## src/rtl/feed_mux_pkg.sv

```systemverilog
`default_nettype none
// ============================================================================
// Package     : feed_mux_pkg
// Description : Shared types and helpers for the feed stream multiplexer:
//               FSM state encoding, arbitration mode constants and the
//               round-robin picker function.
// Revision    : 1.0 - initial release
// ============================================================================
package feed_mux_pkg;

  typedef enum logic [1:0] {
    IDLE  = 2'd0,
    LOCK  = 2'd1,
    FLUSH = 2'd2
  } state_t;

  localparam int ARB_RR    = 0;
  localparam int ARB_FIXED = 1;

  // The picker always works on a 16-wide request vector. Unused upper
  // requests are zero, so wrapping modulo 16 visits the live channels in
  // exactly the same order as wrapping modulo the real channel count.
  localparam int PICK_N = 16;

  typedef struct packed {
    logic       found;
    logic [3:0] idx;
  } pick_t;

  // First requester at or after ptr, wrapping. Fixed priority is ptr=0.
  function automatic pick_t rr_pick(input logic [PICK_N-1:0] req,
                                    input logic [3:0]        ptr);
    pick_t      r;
    logic [3:0] k;
    r = '0;
    // Walk from the farthest offset down so the nearest requester wins last.
    for (int i = PICK_N - 1; i >= 0; i--) begin
      k = ptr + 4'(i);
      if (req[k]) begin
        r.found = 1'b1;
        r.idx   = k;
      end
    end
    return r;
  endfunction

endpackage
`default_nettype wire

```

## src/rtl/feed_stream_mux_if.sv

```systemverilog
`default_nettype none
// ============================================================================
// Interface   : feed_stream_mux_if
// Description : Bundles the per-channel Avalon-ST inputs and the merged
//               Avalon-ST output of the feed stream multiplexer.
// Revision    : 1.0 - initial release
// ============================================================================
interface feed_stream_mux_if #(
  parameter int C_NUM_CH         = 4,
  parameter int C_PKT_BEAT_BYTES = 8
);
  localparam int W      = C_PKT_BEAT_BYTES * 8;
  localparam int E      = $clog2(C_PKT_BEAT_BYTES);
  localparam int C_CH_W = (C_NUM_CH > 2) ? $clog2(C_NUM_CH) : 1;

  logic [C_NUM_CH-1:0]   in_valid;
  logic [C_NUM_CH-1:0]   in_ready;
  logic [C_NUM_CH-1:0]   in_startofpacket;
  logic [C_NUM_CH-1:0]   in_endofpacket;
  logic [C_NUM_CH*W-1:0] in_data;
  logic [C_NUM_CH*E-1:0] in_empty;
  logic [C_NUM_CH-1:0]   in_error;

  logic                  out_valid;
  logic                  out_ready;
  logic                  out_startofpacket;
  logic                  out_endofpacket;
  logic                  out_error;
  logic [W-1:0]          out_data;
  logic [E-1:0]          out_empty;
  logic [C_CH_W-1:0]     out_channel;

  // Feed decoders plus strategy side, seen from outside the mux.
  modport master (
    output in_valid, in_startofpacket, in_endofpacket, in_data, in_empty,
           in_error, out_ready,
    input  in_ready, out_valid, out_startofpacket, out_endofpacket,
           out_error, out_data, out_empty, out_channel
  );

  // The mux itself.
  modport slave (
    input  in_valid, in_startofpacket, in_endofpacket, in_data, in_empty,
           in_error, out_ready,
    output in_ready, out_valid, out_startofpacket, out_endofpacket,
           out_error, out_data, out_empty, out_channel
  );
endinterface
`default_nettype wire

```

## src/rtl/feed_mux_arb.sv

```systemverilog
`default_nettype none
// ============================================================================
// Module      : feed_mux_arb
// Description : Combinational channel picker. Round-robin starting at the
//               supplied pointer, or fixed priority with lowest index first.
// Revision    : 1.0 - initial release
// ============================================================================
module feed_mux_arb
  import feed_mux_pkg::*;
#(
  parameter  int C_NUM_CH   = 4,
  parameter  int C_ARB_MODE = ARB_RR,
  localparam int C_CH_W     = (C_NUM_CH > 2) ? $clog2(C_NUM_CH) : 1
) (
  input  logic [C_NUM_CH-1:0] req_i,
  input  logic [C_CH_W-1:0]   ptr_i,
  output logic                found_o,
  output logic [C_CH_W-1:0]   idx_o
);

  logic [PICK_N-1:0] req_ext;
  logic [3:0]        ptr_ext;
  pick_t             pick;

  assign req_ext = PICK_N'(req_i);
  // Fixed priority is simply a round-robin search that always starts at 0.
  assign ptr_ext = (C_ARB_MODE == ARB_FIXED) ? 4'd0 : 4'(ptr_i);

  // Search the request vector for the next winner.
  always_comb begin
    pick = rr_pick(req_ext, ptr_ext);
  end

  assign found_o = pick.found;
  assign idx_o   = C_CH_W'(pick.idx);

endmodule
`default_nettype wire

```

## src/rtl/feed_stream_mux.sv

```systemverilog
`default_nettype none
// ============================================================================
// Module      : feed_stream_mux
// Description : Packet-locked Avalon-ST multiplexer merging per-channel feed
//               decoder streams into one tagged stream. Stalled packets are
//               closed with a synthetic error EOP; orphan beats are dropped.
// Revision    : 1.0 - initial release
// ============================================================================
module feed_stream_mux
  import feed_mux_pkg::*;
#(
  parameter int C_NUM_CH         = 4,
  parameter int C_PKT_BEAT_BYTES = 8,
  parameter int C_ARB_MODE       = ARB_RR,
  parameter int C_TIMEOUT        = 256
) (
  input  logic                    clk,
  input  logic                    reset_n,
  feed_stream_mux_if.slave        bus,
  output logic [15:0]             drop_cnt,
  output logic [15:0]             timeout_cnt
);

  localparam int W      = C_PKT_BEAT_BYTES * 8;
  localparam int E      = $clog2(C_PKT_BEAT_BYTES);
  localparam int C_CH_W = (C_NUM_CH > 2) ? $clog2(C_NUM_CH) : 1;
  localparam int TO_W   = $clog2(C_TIMEOUT);
  localparam logic [TO_W-1:0]   TO_LAST = TO_W'(C_TIMEOUT - 1);
  localparam logic [C_CH_W-1:0] CH_LAST = C_CH_W'(C_NUM_CH - 1);

  state_t              state_q;
  logic [C_CH_W-1:0]   grant_q;
  logic [C_CH_W-1:0]   rr_ptr_q;
  logic [TO_W-1:0]     idle_q;
  logic [15:0]         drop_q;
  logic [15:0]         to_q;

  logic                out_valid_q;
  logic                out_sop_q;
  logic                out_eop_q;
  logic                out_err_q;
  logic [W-1:0]        out_data_q;
  logic [E-1:0]        out_empty_q;
  logic [C_CH_W-1:0]   out_ch_q;

  logic                adv;
  logic [C_NUM_CH-1:0] cand;
  logic [C_NUM_CH-1:0] orphan;
  logic [C_NUM_CH-1:0] grant_oh;
  logic [C_NUM_CH-1:0] in_ready_w;
  logic                arb_found;
  logic [C_CH_W-1:0]   arb_idx;
  logic [C_CH_W-1:0]   rr_next;
  logic [4:0]          orphan_n;
  logic [16:0]         drop_sum;
  logic [15:0]         drop_d;
  logic [15:0]         to_d;

  logic                g_valid;
  logic                g_sop;
  logic                g_eop;
  logic                g_err;
  logic [W-1:0]        g_data;
  logic [E-1:0]        g_empty;

  // Output register may take a new beat when empty or being drained.
  assign adv      = !out_valid_q || bus.out_ready;
  assign cand     = bus.in_valid & bus.in_startofpacket;
  assign orphan   = bus.in_valid & ~bus.in_startofpacket;
  assign grant_oh = {{(C_NUM_CH-1){1'b0}}, 1'b1} << grant_q;
  assign rr_next  = (grant_q == CH_LAST) ? '0 : grant_q + 1'b1;

  // Fields of the currently granted channel.
  assign g_valid = bus.in_valid[grant_q];
  assign g_sop   = bus.in_startofpacket[grant_q];
  assign g_eop   = bus.in_endofpacket[grant_q];
  assign g_err   = bus.in_error[grant_q];
  assign g_data  = bus.in_data[int'(grant_q)*W +: W];
  assign g_empty = bus.in_empty[int'(grant_q)*E +: E];

  feed_mux_arb #(
    .C_NUM_CH   (C_NUM_CH),
    .C_ARB_MODE (C_ARB_MODE)
  ) u_arb (
    .req_i   (cand),
    .ptr_i   (rr_ptr_q),
    .found_o (arb_found),
    .idx_o   (arb_idx)
  );

  // Count orphans this cycle and form saturated counter updates.
  always_comb begin
    orphan_n = '0;
    for (int i = 0; i < C_NUM_CH; i++) begin
      orphan_n = orphan_n + 5'(orphan[i]);
    end
    drop_sum = {1'b0, drop_q} + 17'(orphan_n);
    drop_d   = drop_sum[16] ? 16'hFFFF : drop_sum[15:0];
    to_d     = (to_q == 16'hFFFF) ? to_q : to_q + 16'd1;
  end

  // Per-channel accept: orphans while idle, the granted channel otherwise.
  always_comb begin
    in_ready_w = '0;
    case (state_q)
      IDLE:    in_ready_w = orphan;
      LOCK:    in_ready_w = adv ? grant_oh : '0;
      FLUSH:   in_ready_w = grant_oh;
      default: in_ready_w = '0;
    endcase
  end

  // Reset forces every output low straight away, including the accepts.
  assign bus.in_ready = reset_n ? in_ready_w : '0;

  // Arbitration FSM, output register, idle timer and status counters.
  always_ff @(posedge clk or negedge reset_n) begin
    if (!reset_n) begin
      state_q     <= IDLE;
      grant_q     <= '0;
      rr_ptr_q    <= '0;
      idle_q      <= '0;
      drop_q      <= '0;
      to_q        <= '0;
      out_valid_q <= 1'b0;
      out_sop_q   <= 1'b0;
      out_eop_q   <= 1'b0;
      out_err_q   <= 1'b0;
      out_data_q  <= '0;
      out_empty_q <= '0;
      out_ch_q    <= '0;
    end else begin
      // A drained beat retires unless a new one is loaded below.
      if (adv) begin
        out_valid_q <= 1'b0;
      end
      case (state_q)
        IDLE: begin
          if (|orphan) begin
            drop_q <= drop_d;
          end
          if (arb_found) begin
            grant_q <= arb_idx;
            idle_q  <= '0;
            state_q <= LOCK;
          end
        end
        LOCK: begin
          if (g_valid) begin
            // A real beat always beats the timer, even on the expiry cycle.
            idle_q <= '0;
            if (adv) begin
              out_valid_q <= 1'b1;
              out_sop_q   <= g_sop;
              out_eop_q   <= g_eop;
              out_err_q   <= g_err;
              out_data_q  <= g_data;
              out_empty_q <= g_empty;
              out_ch_q    <= grant_q;
              if (g_eop) begin
                rr_ptr_q <= rr_next;
                state_q  <= IDLE;
              end
            end
          end else if (idle_q == TO_LAST) begin
            // Expired: close the packet once the output register is free.
            if (adv) begin
              out_valid_q <= 1'b1;
              out_sop_q   <= 1'b0;
              out_eop_q   <= 1'b1;
              out_err_q   <= 1'b1;
              out_data_q  <= '0;
              out_empty_q <= '0;
              out_ch_q    <= grant_q;
              to_q        <= to_d;
              state_q     <= FLUSH;
            end
          end else begin
            idle_q <= idle_q + 1'b1;
          end
        end
        FLUSH: begin
          if (g_valid) begin
            if (g_eop) begin
              rr_ptr_q <= rr_next;
              state_q  <= IDLE;
            end else if (g_sop) begin
              // A fresh packet start ends the flush but is itself lost.
              state_q <= IDLE;
            end
          end
        end
        default: state_q <= IDLE;
      endcase
    end
  end

  assign bus.out_valid         = out_valid_q;
  assign bus.out_startofpacket = out_sop_q;
  assign bus.out_endofpacket   = out_eop_q;
  assign bus.out_error         = out_err_q;
  assign bus.out_data          = out_data_q;
  assign bus.out_empty         = out_empty_q;
  assign bus.out_channel       = out_ch_q;
  assign drop_cnt              = drop_q;
  assign timeout_cnt           = to_q;

endmodule
`default_nettype wire

```

## src/flat_wrapper.sv

```systemverilog
// flat-port wrapper written by rule: the top's interface ports become plain ports
module feed_stream_mux_flat import feed_mux_pkg::*;
#(
  parameter int C_NUM_CH         = 4,
  parameter int C_PKT_BEAT_BYTES = 8,
  parameter int C_ARB_MODE       = ARB_RR,
  parameter int C_TIMEOUT        = 256
)
  (clk, reset_n, drop_cnt, timeout_cnt, bus_in_valid, bus_in_startofpacket, bus_in_endofpacket, bus_in_data, bus_in_empty, bus_in_error, bus_out_ready, bus_in_ready, bus_out_valid, bus_out_startofpacket, bus_out_endofpacket, bus_out_error, bus_out_data, bus_out_empty, bus_out_channel);
  feed_stream_mux_if #(.C_NUM_CH(C_NUM_CH), .C_PKT_BEAT_BYTES(C_PKT_BEAT_BYTES)) bus_i ();
  input  logic clk;
  input  logic reset_n;
  output logic [15:0] drop_cnt;
  output logic [15:0] timeout_cnt;
  input wire logic [$bits(bus_i.in_valid)-1:0] bus_in_valid;
  input wire logic [$bits(bus_i.in_startofpacket)-1:0] bus_in_startofpacket;
  input wire logic [$bits(bus_i.in_endofpacket)-1:0] bus_in_endofpacket;
  input wire logic [$bits(bus_i.in_data)-1:0] bus_in_data;
  input wire logic [$bits(bus_i.in_empty)-1:0] bus_in_empty;
  input wire logic [$bits(bus_i.in_error)-1:0] bus_in_error;
  input wire logic [$bits(bus_i.out_ready)-1:0] bus_out_ready;
  output wire logic [$bits(bus_i.in_ready)-1:0] bus_in_ready;
  output wire logic [$bits(bus_i.out_valid)-1:0] bus_out_valid;
  output wire logic [$bits(bus_i.out_startofpacket)-1:0] bus_out_startofpacket;
  output wire logic [$bits(bus_i.out_endofpacket)-1:0] bus_out_endofpacket;
  output wire logic [$bits(bus_i.out_error)-1:0] bus_out_error;
  output wire logic [$bits(bus_i.out_data)-1:0] bus_out_data;
  output wire logic [$bits(bus_i.out_empty)-1:0] bus_out_empty;
  output wire logic [$bits(bus_i.out_channel)-1:0] bus_out_channel;
  assign bus_i.in_valid = bus_in_valid;
  assign bus_i.in_startofpacket = bus_in_startofpacket;
  assign bus_i.in_endofpacket = bus_in_endofpacket;
  assign bus_i.in_data = bus_in_data;
  assign bus_i.in_empty = bus_in_empty;
  assign bus_i.in_error = bus_in_error;
  assign bus_i.out_ready = bus_out_ready;
  assign bus_in_ready = bus_i.in_ready;
  assign bus_out_valid = bus_i.out_valid;
  assign bus_out_startofpacket = bus_i.out_startofpacket;
  assign bus_out_endofpacket = bus_i.out_endofpacket;
  assign bus_out_error = bus_i.out_error;
  assign bus_out_data = bus_i.out_data;
  assign bus_out_empty = bus_i.out_empty;
  assign bus_out_channel = bus_i.out_channel;
  feed_stream_mux #(.C_NUM_CH(C_NUM_CH), .C_PKT_BEAT_BYTES(C_PKT_BEAT_BYTES), .C_ARB_MODE(C_ARB_MODE), .C_TIMEOUT(C_TIMEOUT)) u_core (.clk(clk), .reset_n(reset_n), .bus(bus_i), .drop_cnt(drop_cnt), .timeout_cnt(timeout_cnt));
endmodule
```

## config.mk

```make
export PLATFORM = sky130hd
export DESIGN_NAME = feed_stream_mux_flat
export DESIGN_NICKNAME = d
export VERILOG_FILES = /design/src/rtl/feed_mux_pkg.sv /design/src/rtl/feed_stream_mux_if.sv /design/src/rtl/feed_mux_arb.sv /design/src/rtl/feed_stream_mux.sv /design/src/flat_wrapper.sv
export SDC_FILE = /design/constraint.sdc
export NUM_CORES = 1
export LEC_CHECK = 0
export CORE_AREA = 2 2 154 156
export CTS_BUF_LIST = sky130_fd_sc_hd__clkbuf_16
export DETAILED_ROUTE_END_ITERATION = 7
export DIE_AREA = 0 0 156 158
export PLACE_DENSITY = 0.67
export SLEW_MARGIN = 20
export SYNTH_ARGS = -nofsm -noshare
export SYNTH_HDL_FRONTEND = slang
export SYNTH_SLANG_ARGS = --single-unit
```

## constraint.sdc

```tcl
create_clock -name clk -period 5.4 [get_ports clk]
set_input_delay 1.35 -clock clk [delete_from_list [all_inputs] [get_ports clk]]
set_output_delay 1.35 -clock clk [all_outputs]
set_load 0.02 [all_outputs]
```

# == Yosys cells after proc, flatten, opt, wreduce, memory -nomap -nowiden ==
# Cells that the tools add are included.
# op_classes
n_addsub,22
mul,1
magnitude_cmp,17
eq_ne,13
shift,3
muxes,106
bitwise,5
reduce_logical,15
# op_table
op,n
2-to-1 mux 64 bit,4
variable part select 256 x 9 -> 64 bit,1
2-to-1 mux 5 bit,16
binary-select mux 1 bit (select 4 bit),15
"< comparator 4 x 5 -> 1 bit, second input constant",12
2-to-1 mux 1 bit,35
2-to-1 mux 2 bit,17
variable part select 12 x 32 -> 3 bit,1
2-to-1 mux 8 bit,3
adder 16 x 5 -> 17 bit,1
"adder 16 x 1 -> 16 bit, second input constant",1
"adder 2 x 3 -> 4 bit, second input constant",4
"adder 2 x 4 -> 4 bit, second input constant",4
"equality test 16 bit, second input constant",1
2-to-1 mux 16 bit,1
one-hot mux 8 bit (2 select lines),1
"< comparator 3 x 5 -> 1 bit, second input constant",3
2-to-1 mux 3 bit,4
one-hot mux 4 bit (3 select lines),1
adder 5 x 1 -> 5 bit,2
binary-select mux 1 bit (select 2 bit),5
"adder 3 x 3 -> 4 bit, second input constant",2
"adder 8 x 1 -> 8 bit, second input constant",1
AND 4 bit,2
33 further kinds,45
# word_totals
reg_bits,119
input_bits,287
word_cells,195

# == Logic depth before layout (Yosys ltp) ==
# depth
depth_word,21
mapped_depth,16
mapped_depth_nobuf,15

# == Modules after synthesis ==
# A second synthesis with hierarchy kept.
# hier_totals
hier_cells,569
area_unflattened_um2,7165.6
# modules_own_cells
module,n_inst,cells_per_inst,area_per_inst_um2,seq_area_each_um2
feed_stream_mux,1,525,6825.3,2977.9
feed_mux_arb,1,44,340.3,0.0

# == Worst setup path before layout ==
# OpenSTA, ideal clock, no wires.
# synth_path
path_type,input-to-reg
from,in bus_in_startofpacket[1]
to,reg u_core.drop_q[10] (netlist: u_core.drop_cnt[10])
setup_time_ps,72
t_arrival_ps,4179
required_ps,5328
setup_slack_ps,1150
cell_stages,16
n_path_buf,1
path_cell_list,nand2b_1 inv_1 ha_1 inv_1 fa_1 inv_1 ha_1 inv_1 fa_1 inv_1 a21oi_1 or3b_2 or3_1 buf_2 and4_1 nor2_1
# synth_via
elab_chain_len,7
word_cells_on_any_way,9
classes_between,add/sub: 4; mux: 1; bitwise: 2; reduce/logical: 2
# synth_lines
element,line,source
start: declaration,flat_wrapper.sv:16,input wire logic [$bits(bus_i.in_startofpacket)-1:0] bus_in_startofpacket;
inverter 4 bit *,feed_stream_mux.sv:69,assign orphan = bus.in_valid & ~bus.in_startofpacket;
AND 4 bit *,feed_stream_mux.sv:69,
adder 1 x 1 -> 2 bit,feed_stream_mux.sv:95,orphan_n = orphan_n + 5'(orphan[i]);
adder 5 x 1 -> 5 bit (2 in series),feed_stream_mux.sv:95,
adder 16 x 5 -> 17 bit,feed_stream_mux.sv:97,"drop_sum = {1'b0, drop_q} + 17'(orphan_n);"
2-to-1 mux 16 bit,feed_stream_mux.sv:98,drop_d = drop_sum[16] ? 16'hFFFF : drop_sum[15:0];
end signal: assignment,feed_stream_mux.sv:140,drop_q <= drop_d;
end: declaration,feed_stream_mux.sv:35,logic [15:0] drop_q;
# Every way passes the cells marked *; elsewhere a longest branch is shown, timed or not.
# A chain may end at the register's enable or synchronous reset.

# == Final worst setup path ==
# layout_path
from,in bus_in_valid[0]
to,out bus_in_ready[0]
# layout_via
elab_chain_len,3
# layout_lines
element,line,source
start: declaration,flat_wrapper.sv:15,input wire logic [$bits(bus_i.in_valid)-1:0] bus_in_valid;
AND 4 bit,feed_stream_mux.sv:69,
one-hot mux 4 bit (3 select lines),feed_stream_mux.sv:105,case (state_q)
2-to-1 mux 4 bit,feed_stream_mux.sv:114,assign bus.in_ready = reset_n ? in_ready_w : '0;
end: declaration,flat_wrapper.sv:22,output wire logic [$bits(bus_i.in_ready)-1:0] bus_in_ready;
# Every way passes these cells.

==> metrics.md <==
| Metric | Value |
|---|---|
| Clk slew on worst S/H paths | approximately 0.050 ns |
| Final WL | 26.2 mm |
| CP Launch Type | input port |
| Avg Cell Area, Syn | 12.4 um^2 |
| Setup TNS | 0 ns |
| Starting Density | 30.7% |
| Period utilisation layout | 86.6% |
| Largest net degree at the start of global routing | 76 |
| CP max stage delay | approximately 0.63 ns |
| Vias | 6504 |
| Worst setup EP type | primary output |
| Number of distinct library cells after synthesis | 50 |
| Core ar. | roughly 23000 um^2 |
| Comb power frac | 52.9% |
| Area growth syn-to-layout | 69.1% |
| PD cells | 484 nW/um^2 |
| CTS tree | built |
| Num ports | 396 |
| CTS buffer count | 17 |
| Gr ovfl total | 0 |
| HP Class | register to register |
| Worst-path fanout max | 4 |
| Drt drc | 0 |
| Status | completed |
| Ys flop type | dfrtp_1 |
| Die Wd | 156 um |
| Slew @ Worst Pin | ~0.87 ns |
| Cell count after synthesis | 570 |
| Cts repair resizes | 0 |
| DRT antenna net count | 0 |
| Max Cap Viol | 0 |
| WL per Instance | between 20 and 25 um |
| Num rows | 56 |
| Antenna violations before repair | 1 |
| Clock sink count | ~120 |
| Switching part of the total power | between 30% and 40% |
| Post-synth EDFFs | 0 |
| GP Congestion | 0.840 |
| Full die area | 24600 um^2 |
| Vias per inst | 5.17 |
| Die height | 158 um |
| Hold Buf Count CTS | 0 |
| Critical Path RT | between 4 and 5 ns |
| Mapped Area | 7070 um^2 |
| Yosys reg bits | 119 |
| Total Routing Usage GR | between 20 and 25% |
| Finish-stage setup viols | 0 |
| Number of global-route vias before repair | 6639 |
| Cell leakage power | 4.82 nW |
| Htree depth | 4 |
| Share of layout cells above drive strength 1 | 13.1% |
| Min Tclk post-route | around 4.7 ns |
| Clk pwr share | 21.1% |
| Int Pwr | between 3 and 4 mW |
| FFs w/ async S/R, synth | 100% |
| Max Slew Vio Count | 0 |
| Kind of critical path | input port to primary output |
| Cell area after layout | 12000 um^2 |
| Sequence of cells on the critical path | clkdlybuf4s50_1 > nor2b_1 > inv_1 > nor2_1 > a31oi_1 > o21ai_0 > and2_1 > clkdlybuf4s50_1 |
| RSZ-0062 raised after global routing | false |
| Register area share after synthesis | 42.1% |
| Dpl cell area | 11300 um^2 |
| Iteration count of the initial detailed-routing pass | 7 |
| Initial drt markers | 354 |
| Slew margin rel. | 42.1% |
| First-pass GRT wire length | slightly below 40 mm |
| Critical path's top delay family | buffers and inverters |
| CP dominant cell by count | clkdlybuf4s50_1 |
| Syn_nets | 873 |
| Antenna cells | 0 |
| Clk Latency, worst-skew pair | 0.41 ns |
| Max Freq | 0.214 GHz |
| Total setup buffers inserted after CTS | 0 |
| Hold Fails Final Rpt | 0 |
| Post-DP HPWL | 20.9 mm |
| IO Port Bufs | 395 |
| Nets@finish | 1259 |
| Clk buf depth | 2 |
| Clock skew | about 0.0071 ns |
| CP bufs+invs | 3 |
| Critical path arrival | about 3.3 ns |
| Sequential Power Share | 26.0% |
| Root Buffer | clkbuf_16 |
| Worst path slowest cell | clkdlybuf4s50_1 |
| Yosys warnings | 0 |
| Sw Pwr | 2.17 mW |
| Peak supply drop | 235 uV |
## cell usage in the layout (no fill, tap or decap), types with 8 or more instances in the layout
cell type        instances
clkbuf_16               17
nand3_1                 14
ha_1                    14
a22o_1                  69
nand4_1                 14
nor2b_1                  8
mux4_2                  72
buf_4                    9
inv_1                   25
a21oi_1                 15
dfrtp_1                117
clkdlybuf4s50_1        394
o21ai_0                 24
xnor2_1                 14
nor2_1                  23
nand2_1                 38
and3_1                  13
## cells in the mapped netlist, types with 3 or more instances
| cell | count | area, um^2 |
|---|---|---|
| a22oi_1 | 4 | 30.0 |
| nand4_1 | 14 | 87.6 |
| buf_1 | 5 | 18.8 |
| inv_1 | 23 | 86.3 |
| a21oi_1 | 15 | 75.1 |
| and3_1 | 13 | 81.3 |
| buf_2 | 8 | 40.0 |
| a22o_1 | 69 | 604 |
| nand2_1 | 38 | 143 |
| xor2_1 | 6 | 52.6 |
| nand2b_1 | 6 | 37.5 |
| o31ai_1 | 4 | 30.0 |
| dfrtp_1 | 119 | 2980 |
| ha_1 | 14 | 175 |
| nor2b_1 | 8 | 50.1 |
| o21a_1 | 5 | 37.5 |
| xnor2_1 | 14 | 123 |
| nor3_1 | 5 | 25.0 |
| clkbuf_1 | 23 | 86.3 |
| and2_1 | 5 | 31.3 |
| mux4_2 | 72 | 1620 |
| mux2_2 | 4 | 45.0 |
| a31oi_1 | 3 | 18.8 |
| o21ai_0 | 25 | 125 |
| nor2_1 | 23 | 86.3 |
| nand3_1 | 14 | 70.1 |
## final timing paths
kind	start	to	slack [ns]	depth (start not counted)
min	u_core.bus.out_channel[0]$_DFFE_PN0P_	u_core.bus.out_channel[0]$_DFFE_PN0P_	0.48	2
min reg2reg	u_core.bus.out_channel[0]$_DFFE_PN0P_	u_core.bus.out_channel[0]$_DFFE_PN0P_	0.48	2
max in group asynchronous	reset_n	u_core.grant_q[1]$_DFFE_PN0P_	3.63	2
max	bus_in_valid[0]	bus_in_ready[0]	0.72	8
max reg2reg	u_core.grant_q[0]$_DFFE_PN0P_	u_core.timeout_cnt[4]$_DFFE_PN0P_	2.30	7
min in group asynchronous	reset_n	u_core.state_q[1]$_DFFE_PN0P_	1.09	2
## kinds of logic (layout without fill, tap and decap cells)
kind of cell             Yosys count  after routing  synth area share, %
AO/OA/AOI/OAI                    142            142                 15.3
AND/OR/NAND/NOR                  137            137                 10.1
flip-flops                       119            119                 42.1
multiplexers                      76             76                 23.6
buffers and inverters             60            459                 3.43
XOR/XNOR                          20             20                 2.48
adder cells (fa/ha/maj)           16             16                 3.04
## worst reg2reg max path, cell delays in order, from the launching register on
cell	delay, ns
dfrtp_4	0.41
buf_4	0.58
mux4_2	0.81
nor4_4	0.42
nand2_2	0.11
a41oi_4	0.33
nand4_1	0.17
xnor2_1	0.15
## routing by layer
metal,track usage [%],wire (um)
met2,35.5,13500
met1,25.5,10300
met5,0,13
met3,4.85,1640
met4,8.04,724
## power by group through the flow
stage	Clock, mW	Combinational (mW)	Sequential (mW)
2_1_floorplan	0	1.57	1.75
3_3_place_gp	0	3.09	1.51
3_5_place_dp	0	3.12	1.52
4_1_cts	1.25	3.13	1.51
5_1_grt	1.30	3.28	1.55
6_report	1.22	3.06	1.50
## cell type report
class,instances,area [um^2]
sequential,119,2990
timing repair buffer,404,4020
clock inverter,15,210
tap,290,363
clock buffer,17,425
fill,2026,11100
inverter,23,86.3
multi-input combinational,391,3860
## sequential cells by signal, summed over array words and instances (netlist names), named ones only
register / cells
u_core.bus.out_endofpacket: 1
u_core.state_q: 2
u_core.drop_cnt: 16
u_core.bus.out_channel: 2
u_core.bus.out_startofpacket: 1
u_core.grant_q: 2
u_core.timeout_cnt: 16
u_core.rr_ptr_q: 2
u_core.bus.out_empty: 3
u_core.idle_q: 8
u_core.bus.out_data: 64
u_core.bus.out_error: 1
## metrics by stage
stage	hold slack [ns]	power (mW)	util, %	instances	setup slack (ns)
finish	0.475	5.79	51.9	1259	0.721
global route	0.511	6.13	51.9	1259	0.586
CTS	0.482	5.89	51.9	1259	0.725
detailed placement	0.470	4.64	49.1	1227	0.342
global placement	0.467	4.60	49.1	1227	0.439
floorplan	0.445	3.32	-	570	1.15
Power figures use the tool's default switching activity.
